===== src/rtl/tlb_op_sequencer_if.sv =====
// Bundle of pipeline, CP0 and TLB-array signals around the TLB operation sequencer.
// master = pipeline/CP0/array side, slave = the sequencer itself.
interface tlb_op_sequencer_if #(
  parameter int IDX_W = 4
) ();
  logic             op_valid_i;
  logic [1:0]       op_i;
  logic             flush_i;
  logic [31:0]      index_i;
  logic [31:0]      random_i;
  logic [31:0]      entryhi_i;
  logic [31:0]      entrylo0_i;
  logic [31:0]      entrylo1_i;
  logic [31:0]      pagemask_i;
  logic [IDX_W-1:0] tlb_addr_o;
  logic             tlb_we_o;
  logic [95:0]      tlb_wdata_o;
  logic [95:0]      tlb_rdata_i;
  logic             stall_o;
  logic             done_o;
  logic             cp0_index_we_o;
  logic [31:0]      cp0_index_o;
  logic             cp0_entry_we_o;
  logic [31:0]      cp0_entryhi_o;
  logic [31:0]      cp0_entrylo0_o;
  logic [31:0]      cp0_entrylo1_o;
  logic [31:0]      cp0_pagemask_o;

  modport master (
    output op_valid_i, op_i, flush_i, index_i, random_i, entryhi_i,
           entrylo0_i, entrylo1_i, pagemask_i, tlb_rdata_i,
    input  tlb_addr_o, tlb_we_o, tlb_wdata_o, stall_o, done_o,
           cp0_index_we_o, cp0_index_o, cp0_entry_we_o, cp0_entryhi_o,
           cp0_entrylo0_o, cp0_entrylo1_o, cp0_pagemask_o
  );

  modport slave (
    input  op_valid_i, op_i, flush_i, index_i, random_i, entryhi_i,
           entrylo0_i, entrylo1_i, pagemask_i, tlb_rdata_i,
    output tlb_addr_o, tlb_we_o, tlb_wdata_o, stall_o, done_o,
           cp0_index_we_o, cp0_index_o, cp0_entry_we_o, cp0_entryhi_o,
           cp0_entrylo0_o, cp0_entrylo1_o, cp0_pagemask_o
  );
endinterface


===== src/rtl/tlb_op_sequencer.sv =====
// Multi-cycle sequencer for MIPS TLBP/TLBR/TLBWI/TLBWR over a single-port
// synchronous TLB array; stalls the pipeline and writes results back to CP0.
module tlb_op_sequencer #(
  parameter int NUM_ENTRIES = 16,
  parameter int IDX_W       = 4
) (
  input  logic               clk,
  input  logic               rst,
  tlb_op_sequencer_if.slave  bus
);

  typedef enum logic [2:0] {
    S_IDLE, S_WRITE, S_READ, S_READ_WB, S_PROBE, S_DONE
  } state_t;

  typedef enum logic [1:0] {
    OP_TLBP, OP_TLBR, OP_TLBWI, OP_TLBWR
  } op_t;

  localparam logic [IDX_W:0] CNT_END = (IDX_W+1)'(NUM_ENTRIES);
  localparam logic [IDX_W:0] CNT_ONE = (IDX_W+1)'(1);

  state_t           state, state_nxt;
  logic [IDX_W:0]   cnt, cnt_nxt;
  logic             accept;

  logic [18:0]      vpn2_q;
  logic [7:0]       asid_q;
  logic [15:0]      mask_q;
  logic [25:0]      lo0_q;
  logic [25:0]      lo1_q;
  logic [IDX_W-1:0] tgt_q;
  logic [3:0]       idx4_q;

  logic [IDX_W-1:0] addr_c;
  logic             we_c;
  logic [95:0]      wdata_c;
  logic             done_c;
  logic             stall_c;
  logic             index_we_c;
  logic [31:0]      index_c;
  logic             entry_we_c;
  logic [31:0]      entryhi_c, entrylo0_c, entrylo1_c, pagemask_c;
  logic [IDX_W:0]   prev_cnt;

  // Packed entry: {2'b0, VPN2[18:0], ASID[7:0], MASK[15:0], G, PFN0/C0/D0/V0, PFN1/C1/D1/V1}
  function automatic logic [95:0] pack_entry(
    input logic [18:0] vpn2, input logic [7:0] asid, input logic [15:0] mask,
    input logic [25:0] lo0, input logic [25:0] lo1
  );
    return {2'b00, vpn2, asid, mask, lo0[0] & lo1[0], lo0[25:1], lo1[25:1]};
  endfunction

  function automatic logic entry_match(
    input logic [95:0] e, input logic [18:0] vpn2, input logic [7:0] asid
  );
    logic [18:0] keep;
    keep = ~{3'b000, e[66:51]};
    return ((e[93:75] & keep) == (vpn2 & keep)) && (e[50] || (e[74:67] == asid));
  endfunction

  assign accept   = (state == S_IDLE) && bus.op_valid_i && !bus.flush_i && !rst;
  assign prev_cnt = cnt - CNT_ONE;

  always_ff @(posedge clk) begin
    if (rst || bus.flush_i) begin
      state <= S_IDLE;
      cnt   <= '0;
    end else begin
      state <= state_nxt;
      cnt   <= cnt_nxt;
    end
  end

  // Operand capture at accept; data path carries no reset
  always_ff @(posedge clk) begin
    if (accept) begin
      vpn2_q <= bus.entryhi_i[31:13];
      asid_q <= bus.entryhi_i[7:0];
      mask_q <= bus.pagemask_i[28:13];
      lo0_q  <= bus.entrylo0_i[25:0];
      lo1_q  <= bus.entrylo1_i[25:0];
      idx4_q <= bus.index_i[3:0];
      tgt_q  <= (bus.op_i == OP_TLBWR) ? bus.random_i[IDX_W-1:0]
                                       : bus.index_i[IDX_W-1:0];
    end
  end

  always_comb begin
    state_nxt  = state;
    cnt_nxt    = cnt;
    addr_c     = '0;
    we_c       = 1'b0;
    wdata_c    = '0;
    done_c     = 1'b0;
    index_we_c = 1'b0;
    index_c    = '0;
    entry_we_c = 1'b0;
    entryhi_c  = '0;
    entrylo0_c = '0;
    entrylo1_c = '0;
    pagemask_c = '0;
    unique case (state)
      S_IDLE: begin
        if (bus.op_valid_i) begin
          unique case (bus.op_i)
            OP_TLBP: begin
              state_nxt = S_PROBE;
              cnt_nxt   = '0;
            end
            OP_TLBR: state_nxt = S_READ;
            default: state_nxt = S_WRITE;
          endcase
        end
      end
      S_WRITE: begin
        we_c      = 1'b1;
        addr_c    = tgt_q;
        wdata_c   = pack_entry(vpn2_q, asid_q, mask_q, lo0_q, lo1_q);
        state_nxt = S_DONE;
      end
      S_READ: begin
        addr_c    = tgt_q;
        state_nxt = S_READ_WB;
      end
      S_READ_WB: begin
        entry_we_c = 1'b1;
        entryhi_c  = {bus.tlb_rdata_i[93:75], 5'b0, bus.tlb_rdata_i[74:67]};
        entrylo0_c = {6'b0, bus.tlb_rdata_i[49:25], bus.tlb_rdata_i[50]};
        entrylo1_c = {6'b0, bus.tlb_rdata_i[24:0], bus.tlb_rdata_i[50]};
        pagemask_c = {3'b0, bus.tlb_rdata_i[66:51], 13'b0};
        state_nxt  = S_DONE;
      end
      S_PROBE: begin
        // Address c is issued while the entry for c-1 comes back from the array
        if (cnt < CNT_END) addr_c = cnt[IDX_W-1:0];
        cnt_nxt = cnt + CNT_ONE;
        if ((cnt != '0) && entry_match(bus.tlb_rdata_i, vpn2_q, asid_q)) begin
          index_we_c = 1'b1;
          index_c    = {{(32-IDX_W){1'b0}}, prev_cnt[IDX_W-1:0]};
          state_nxt  = S_DONE;
        end else if (cnt == CNT_END) begin
          index_we_c = 1'b1;
          index_c    = {1'b1, 27'b0, idx4_q};
          state_nxt  = S_DONE;
        end
      end
      S_DONE: begin
        done_c    = 1'b1;
        state_nxt = S_IDLE;
      end
      default: state_nxt = S_IDLE;
    endcase
    stall_c = ((state != S_IDLE) && (state != S_DONE)) ||
              ((state == S_IDLE) && bus.op_valid_i);
  end

  // Strobes are suppressed by flush or reset; everything is zero under reset
  assign bus.tlb_addr_o     = rst ? '0 : addr_c;
  assign bus.tlb_we_o       = we_c & ~rst & ~bus.flush_i;
  assign bus.tlb_wdata_o    = rst ? '0 : wdata_c;
  assign bus.stall_o        = stall_c & ~rst;
  assign bus.done_o         = done_c & ~rst & ~bus.flush_i;
  assign bus.cp0_index_we_o = index_we_c & ~rst & ~bus.flush_i;
  assign bus.cp0_index_o    = rst ? '0 : index_c;
  assign bus.cp0_entry_we_o = entry_we_c & ~rst & ~bus.flush_i;
  assign bus.cp0_entryhi_o  = rst ? '0 : entryhi_c;
  assign bus.cp0_entrylo0_o = rst ? '0 : entrylo0_c;
  assign bus.cp0_entrylo1_o = rst ? '0 : entrylo1_c;
  assign bus.cp0_pagemask_o = rst ? '0 : pagemask_c;

  logic unused_bits;
  assign unused_bits = ^{bus.index_i[31:4], bus.random_i[31:IDX_W], bus.entryhi_i[12:8],
                         bus.entrylo0_i[31:26], bus.entrylo1_i[31:26],
                         bus.pagemask_i[31:29], bus.pagemask_i[12:0],
                         bus.tlb_rdata_i[95:94], prev_cnt[IDX_W]};

endmodule

===== src/flat_wrapper.sv =====
// flat-port wrapper written by rule: the top's interface ports become plain ports
module tlb_op_sequencer_flat 
#(
  parameter int NUM_ENTRIES = 16,
  parameter int IDX_W       = 4
)
  (clk, rst, bus_op_valid_i, bus_op_i, bus_flush_i, bus_index_i, bus_random_i, bus_entryhi_i, bus_entrylo0_i, bus_entrylo1_i, bus_pagemask_i, bus_tlb_rdata_i, bus_tlb_addr_o, bus_tlb_we_o, bus_tlb_wdata_o, bus_stall_o, bus_done_o, bus_cp0_index_we_o, bus_cp0_index_o, bus_cp0_entry_we_o, bus_cp0_entryhi_o, bus_cp0_entrylo0_o, bus_cp0_entrylo1_o, bus_cp0_pagemask_o);
  tlb_op_sequencer_if #(.IDX_W(IDX_W)) bus_i ();
  input  logic clk;
  input  logic rst;
  input wire logic [$bits(bus_i.op_valid_i)-1:0] bus_op_valid_i;
  input wire logic [$bits(bus_i.op_i)-1:0] bus_op_i;
  input wire logic [$bits(bus_i.flush_i)-1:0] bus_flush_i;
  input wire logic [$bits(bus_i.index_i)-1:0] bus_index_i;
  input wire logic [$bits(bus_i.random_i)-1:0] bus_random_i;
  input wire logic [$bits(bus_i.entryhi_i)-1:0] bus_entryhi_i;
  input wire logic [$bits(bus_i.entrylo0_i)-1:0] bus_entrylo0_i;
  input wire logic [$bits(bus_i.entrylo1_i)-1:0] bus_entrylo1_i;
  input wire logic [$bits(bus_i.pagemask_i)-1:0] bus_pagemask_i;
  input wire logic [$bits(bus_i.tlb_rdata_i)-1:0] bus_tlb_rdata_i;
  output wire logic [$bits(bus_i.tlb_addr_o)-1:0] bus_tlb_addr_o;
  output wire logic [$bits(bus_i.tlb_we_o)-1:0] bus_tlb_we_o;
  output wire logic [$bits(bus_i.tlb_wdata_o)-1:0] bus_tlb_wdata_o;
  output wire logic [$bits(bus_i.stall_o)-1:0] bus_stall_o;
  output wire logic [$bits(bus_i.done_o)-1:0] bus_done_o;
  output wire logic [$bits(bus_i.cp0_index_we_o)-1:0] bus_cp0_index_we_o;
  output wire logic [$bits(bus_i.cp0_index_o)-1:0] bus_cp0_index_o;
  output wire logic [$bits(bus_i.cp0_entry_we_o)-1:0] bus_cp0_entry_we_o;
  output wire logic [$bits(bus_i.cp0_entryhi_o)-1:0] bus_cp0_entryhi_o;
  output wire logic [$bits(bus_i.cp0_entrylo0_o)-1:0] bus_cp0_entrylo0_o;
  output wire logic [$bits(bus_i.cp0_entrylo1_o)-1:0] bus_cp0_entrylo1_o;
  output wire logic [$bits(bus_i.cp0_pagemask_o)-1:0] bus_cp0_pagemask_o;
  assign bus_i.op_valid_i = bus_op_valid_i;
  assign bus_i.op_i = bus_op_i;
  assign bus_i.flush_i = bus_flush_i;
  assign bus_i.index_i = bus_index_i;
  assign bus_i.random_i = bus_random_i;
  assign bus_i.entryhi_i = bus_entryhi_i;
  assign bus_i.entrylo0_i = bus_entrylo0_i;
  assign bus_i.entrylo1_i = bus_entrylo1_i;
  assign bus_i.pagemask_i = bus_pagemask_i;
  assign bus_i.tlb_rdata_i = bus_tlb_rdata_i;
  assign bus_tlb_addr_o = bus_i.tlb_addr_o;
  assign bus_tlb_we_o = bus_i.tlb_we_o;
  assign bus_tlb_wdata_o = bus_i.tlb_wdata_o;
  assign bus_stall_o = bus_i.stall_o;
  assign bus_done_o = bus_i.done_o;
  assign bus_cp0_index_we_o = bus_i.cp0_index_we_o;
  assign bus_cp0_index_o = bus_i.cp0_index_o;
  assign bus_cp0_entry_we_o = bus_i.cp0_entry_we_o;
  assign bus_cp0_entryhi_o = bus_i.cp0_entryhi_o;
  assign bus_cp0_entrylo0_o = bus_i.cp0_entrylo0_o;
  assign bus_cp0_entrylo1_o = bus_i.cp0_entrylo1_o;
  assign bus_cp0_pagemask_o = bus_i.cp0_pagemask_o;
  tlb_op_sequencer #(.NUM_ENTRIES(NUM_ENTRIES), .IDX_W(IDX_W)) u_core (.clk(clk), .rst(rst), .bus(bus_i));
endmodule

===== config.mk =====
export PLATFORM = sky130hd
export DESIGN_NAME = tlb_op_sequencer_flat
export DESIGN_NICKNAME = d
export VERILOG_FILES = /design/src/rtl/tlb_op_sequencer_if.sv /design/src/rtl/tlb_op_sequencer.sv /design/src/flat_wrapper.sv
export SDC_FILE = /design/constraint.sdc
export NUM_CORES = 1
export LEC_CHECK = 0
export CORE_AREA = 4 4 215 217
export DETAILED_ROUTE_END_ITERATION = 6
export DIE_AREA = 0 0 219 221
export PLACE_DENSITY = 0.38
export SYNTH_ARGS = -nofsm -noshare
export SYNTH_HDL_FRONTEND = slang
export SYNTH_SLANG_ARGS = --single-unit

===== constraint.sdc =====
create_clock -name clk -period 5.39 [get_ports clk]
set_clock_uncertainty 0.1 [all_clocks]
set_input_delay 1.617 -clock clk [delete_from_list [all_inputs] [get_ports clk]]
set_output_delay 1.617 -clock clk [all_outputs]
set_load 0.05 [all_outputs]

Word level (Yosys, flattened, before mapping)
Index checks and enable logic that the tools add are counted.
{"block": "op_classes", "add_sub_neg": 2, "n_eq_ne": 14, "mux": 32, "bitwise": 15, "n_lt_le_gt_ge": 1, "reduce_logical": 20}
{"op": "$mux W32", "n": 6}
{"op": "$mux W94", "n": 2}
{"op": "$mux W26", "n": 4}
{"op": "$mux W29", "n": 2}
{"op": "$and A19 B19 Y19", "n": 2}
{"op": "$eq A19 B19 Y1", "n": 1}
{"op": "$not A16 Y19", "n": 1}
{"op": "$mux W4", "n": 3}
{"op": "$pmux W3 S4", "n": 1}
{"op": "$and A1 B1 Y1", "n": 10}
{"op": "$mux W5", "n": 2}
{"op": "$pmux W5 S2", "n": 1}
{"op": "$mux W3", "n": 3}
{"op": "$eq A8 B8 Y1", "n": 1}
{"op": "$pmux W4 S2", "n": 1}
{"op": "$eq A3 B2 Y1 const B", "n": 2}
{"op": "$eq A3 B3 Y1 const B", "n": 2}
{"op": "$logic_and A1 B1 Y1", "n": 6}
{"op": "$mux W1", "n": 6}
{"op": "$pmux W3 S2", "n": 1}
{"op": "$add A5 B1 Y5 const B", "n": 1}
{"op": "$eq A5 B5 Y1 const B", "n": 1}
{"op": "$lt A5 B5 Y1 const B", "n": 1}
{"op": "$reduce_bool A5 Y1", "n": 1}
{"op": "other kinds (17)", "n": 23}
{"block": "totals", "out_inout_bits": 265, "in_bits": 294, "word_cells": 93, "ff_bits": 111}

Longest topological paths before layout
{"block": "logic_depth", "ltp_word": 9, "depth_mapped": 7, "ltp_nobuf": 7}

Worst setup path before layout
Ideal clock, no wire load.
{"block": "synth_timing", "kind": "input to output", "start": "input port rst", "end": "output port bus_cp0_entry_we_o", "t_required_ps": 3673, "n_path_buf": 1, "arrival_time_ps": 3317, "stages": 2, "path_slack_ps": 356, "cell_sequence": "clkbuf_1 nor4_1"}
{"block": "synth_between", "elab_chain_cells": 3}
{"element": "start: declaration", "line_no": "flat_wrapper.sv:10", "source": "input logic rst;"}
{"element": "$not A1 Y1", "line_no": "tlb_op_sequencer.sv:166", "source": "assign bus.cp0_entry_we_o = entry_we_c & ~rst & ~bus.flush_i;"}
{"element": "$and A1 B1 Y1 (2 in a row)", "line_no": "tlb_op_sequencer.sv:166"}
{"element": "end: declaration", "line_no": "flat_wrapper.sv:28", "source": "output wire logic [$bits(bus_i.cp0_entry_we_o)-1:0] bus_cp0_entry_we_o;"}
Every way passes these cells.

Worst setup path after layout
{"block": "layout_timing", "start": "input port bus_tlb_rdata_i[85]", "end": "output port bus_cp0_index_o[2]"}
{"block": "layout_between", "elab_chain_cells": 7}
{"element": "start: declaration", "line_no": "flat_wrapper.sv:20", "source": "input wire logic [$bits(bus_i.tlb_rdata_i)-1:0] bus_tlb_rdata_i;"}
{"element": "$and A19 B19 Y19", "line_no": "tlb_op_sequencer.sv:59", "source": "return ((e[93:75] & keep) == (vpn2 & keep)) && (e[50] || (e[74:67] == asid));"}
{"element": "$eq A19 B19 Y1", "line_no": "tlb_op_sequencer.sv:59"}
{"element": "$logic_and A1 B1 Y1", "line_no": "tlb_op_sequencer.sv:59"}
{"element": "$logic_and A1 B1 Y1", "line_no": "tlb_op_sequencer.sv:138", "source": "if ((cnt != '0) && entry_match(bus.tlb_rdata_i, vpn2_q, asid_q)) begin"}
{"element": "$mux W32", "line_no": "tlb_op_sequencer.sv:138"}
{"element": "$mux W32", "line_no": "tlb_op_sequencer.sv:103", "source": "unique case (state)"}
{"element": "$mux W32", "line_no": "tlb_op_sequencer.sv:165", "source": "assign bus.cp0_index_o = rst ? '0 : index_c;"}
{"element": "end: declaration", "line_no": "flat_wrapper.sv:27", "source": "output wire logic [$bits(bus_i.cp0_index_o)-1:0] bus_cp0_index_o;"}
Every way passes these cells.

==> flow_summary_export.csv <==
group,metric,value,unit
floorplanning,die_area,48400,um^2
yosys,syn_avg_cell_area,11.4,um^2
pwr,vdd_drop_max,0.156,mV
layout,layout-drive-gt1-share,29.2,%
place,place_congestion,0.743,
critical_path,critPathRequiredTime,3.67,ns
detailed_routing,dr.pass1.iters,4,
place,post-place-cells,1525,
cts,cts.sinks,111,
flow_run,cap_violations,0,
yosys,synth_edf_count,103,
critical_path,worstPathMaxFanout,5,
outcome,status,"complete, no violations",
timing,setup_viol,0,
global_route,grt-ovfl-total,0,
cts,tritoncts,"done",
critical_path,cpLargestDelayFamily,"buffers and inverters",
cts,clkTransAtPathRegs,0.08,ns
timing,maxSlewViolCount,0,
global_route,grt_pass1_vias,5420,
layout,fin_cells,1542,
timing,relSlewSlack,65.4,%
layout,final_core_util,29.7,%
timing,fin_ws,0.141,ns
worst_hold_path,min_path_type,"flop to flop",
worst_hold_path,hold-path-cell-count,2,
timing,fin_crit_sh,97.4,%
cts,cts_buffers,9,
critical_path,path_common_cell,"buf_4",
timing,tightest_slew,0.518,ns
detailed_routing,drc,0,
timing,finalHoldViolations,0,
layout,nets,1241,
timing,rsz0062_at_grt,"no",
detailed_routing,drt_iter0_markers,151,
detailed_routing,routed_via_density,3.34,
cts,clk-insertion-delay-late,0.39,ns
floorplanning,num_rows,77,
critical_path,start_kind,"input pin",
yosys,ys.flop_type,"edfxtp_1",
yosys,synthArstFlopShare,0,%
critical_path,timing.rr.start,"u_core.state[2]",
pwr,p_leak,4.92,nW
yosys,seq_area_frac_synth,54.6,%
timing,holdWs,0.491,ns
place,dpl_cell_area,12700,um^2
detailed_routing,final_antenna_net_count,0,
pwr,fin_total_pwr,2.22,mW
cts,post-cts-setup-buffer-count,0,
critical_path,reg2reg_depth,3,
worst_hold_path,hold_path.startpoint,"u_core.cnt[4]",
floorplanning,die_x,219,um
critical_path,crit_slowest_cell,"clkdlybuf4s50_1",
place,place_ws,-0.328,ns
global_route,grt_use_total,11.0,%
critical_path,worst-path-buf-inv,5,
critical_path,cp_cell_sequence,"clkdlybuf4s50_1 -> xnor2_1 -> buf_4 -> o22ai_4 -> nor3_2 -> o2111ai_4 -> buf_6 -> mux2i_2 -> buf_4 -> buf_12",
yosys,synth_seq_cells,111,
floorplanning,die_y,221,um
critical_path,r2r_setup_slack,3.12,ns
yosys,syn_inst,524,
place,port_buffers,405,
layout,register_area,3250,um^2
critical_path,r2r_end,"u_core.lo0_q[17]",
floorplanning,ios,559,
detailed_routing,num_vias,5143,
floorplanning,core,44100,um^2
detailed_routing,routed_wl,27.2,mm
critical_path,max_stage_delay,0.50,ns
pwr,powerDensity,170,nW/um^2
global_route,grt_max_degree,56,
critical_path,critical_path_arrival,3.53,ns
critical_path,critPathKind,"input pin to output pin",
global_route,grt_pass1_wl,38.3,mm
worst_hold_path,hold-path-endpoint,"u_core.cnt[4]",
detailed_routing,wire_per_inst,17.7,um
global_route,antenna_found_initial,4,
floorplanning,start_util,13.5,%
cts,cts_max_path_buffers,2,
place,hpwl,22.7,mm
cts,htree_levels,3,
timing,tns,0,ns
critical_path,endpoint_kind,"output pin",
layout,fill_cells,4535,
layout,multiInputGateArea,2460,um^2
yosys,synthesis.area,5960,um^2
layout,syn2layout_area_growth,119,%
timing,fin_crit,5.25,ns
yosys,ys_types,42,
layout,final_area,13100,um^2
timing,fmax,191,MHz
cts,cts.root.buffer_cell,"clkbuf_16",
yosys,yosys_warnings,0,
## area by class of cell
class                      count  area share (%)
multi-input combinational    383            18.8
inverter                       4           0.115
clock buffer                   9            1.72
antenna                        1          0.0191
clock inverter                 7           0.879
tap                          592            5.66
timing repair buffer         435            47.9
sequential                   111            24.9
## timing repair
item / in CTS / in global routing
setup endpoints to repair: 6 / 5
resized for setup: 19 / 13
pin swaps: 4 / 7
hold buffers: 0 / 0
## registers in the layout, summed over array words and instances (netlist names)
register and count:
u_core.asid_q 8, u_core.cnt 5, u_core.idx4_q 4, u_core.lo0_q 26, u_core.lo1_q 26, u_core.mask_q 16, u_core.state 3, u_core.tgt_q 4
u_core.vpn2_q 19
## cell families (layout without fill, tap and decap cells)
family / after synthesis / count (layout) / share of synthesized area [%]
and+or+nand+nor: 251 / 251 / 25.3
other: 1 / 63 / 0.0629
DFF: 111 / 111 / 54.6
adders and majority gates: 3 / 3 / 0.630
xor gates and xnor gates: 32 / 32 / 4.70
muxes: 8 / 8 / 1.43
buffers and inverters: 91 / 455 / 9.76
AOI/OAI and AO/OA: 27 / 27 / 3.55
## cell usage after synthesis, drive strengths merged (4+ instances only)
master,number,area [um^2]
a21oi,7,38.8
a22oi,4,30.0
and2,189,1180
buf,66,488
clkbuf,21,78.8
dfxtp,8,160
edfxtp,103,3090
inv,4,15.0
mux2,4,45.0
mux2i,4,40.0
nand2,14,52.6
nand4,4,25.0
nor2,16,62.6
nor3,9,50.1
o22ai,8,50.1
xnor2,27,236
xor2,5,43.8
## power breakdown
| group | leakage, nW | switching [mW] | internal [mW] | total [mW] |
|---|---|---|---|---|
| clock | 0.162 | 0.373 | 0.420 | 0.792 |
| sequential | 1.01 | 0.00961 | 0.970 | 0.979 |
| combinational | 3.75 | 0.238 | 0.211 | 0.449 |
| total | 4.92 | 0.621 | 1.60 | 2.22 |
## metal layers
layer	vias to the layer above	GRT usage, %	wire length [um]
met5	-	0	41
met1	2355	10.9	9450
li1	2466	-	-
met4	6	3.04	456
met2	293	19.6	13700
met3	23	6.31	3550
## worst max-delay path by stage
stage,startpoint,to,cells after the start
2_1_floorplan,rst,bus_cp0_entry_we_o,2
3_3_place_gp,bus_tlb_rdata_i[79],bus_cp0_index_o[2],11
3_5_place_dp,bus_tlb_rdata_i[79],bus_cp0_index_o[2],11
4_1_cts,bus_tlb_rdata_i[83],bus_cp0_index_o[2],11
5_1_grt,bus_tlb_rdata_i[91],bus_cp0_index_o[2],9
6_report,bus_tlb_rdata_i[85],bus_cp0_index_o[2],10
## worst register-to-register path, delay by kind of cell, from the launching register on
| kind | cells | cell delay, ns |
|---|---|---|
| simple gates | 2 | 0.90 |
| buf+inv | 1 | 0.45 |
| flops | 1 | 0.47 |
## cells in the final DEF (no fill, tap or decap), types with 3 or more instances in the layout
cell type,count
a21oi_1,6
a22oi_1,4
and2_1,189
buf_12,200
buf_4,31
clkbuf_16,9
clkdlybuf4s50_1,190
conb_1,62
dfxtp_1,8
dlygate4sd2_1,6
dlymetal6s2s_1,5
edfxtp_1,103
ha_1,3
inv_1,3
mux2_2,4
mux2i_1,3
nand2_1,14
nand2b_1,3
nand3_1,3
nand4_1,4
nor2_1,14
nor3_1,6
nor3_2,3
o22ai_1,3
o22ai_2,3
xnor2_1,22
xnor2_2,5
xor2_1,5
No activity file was read; power rests on OpenSTA's default activity.
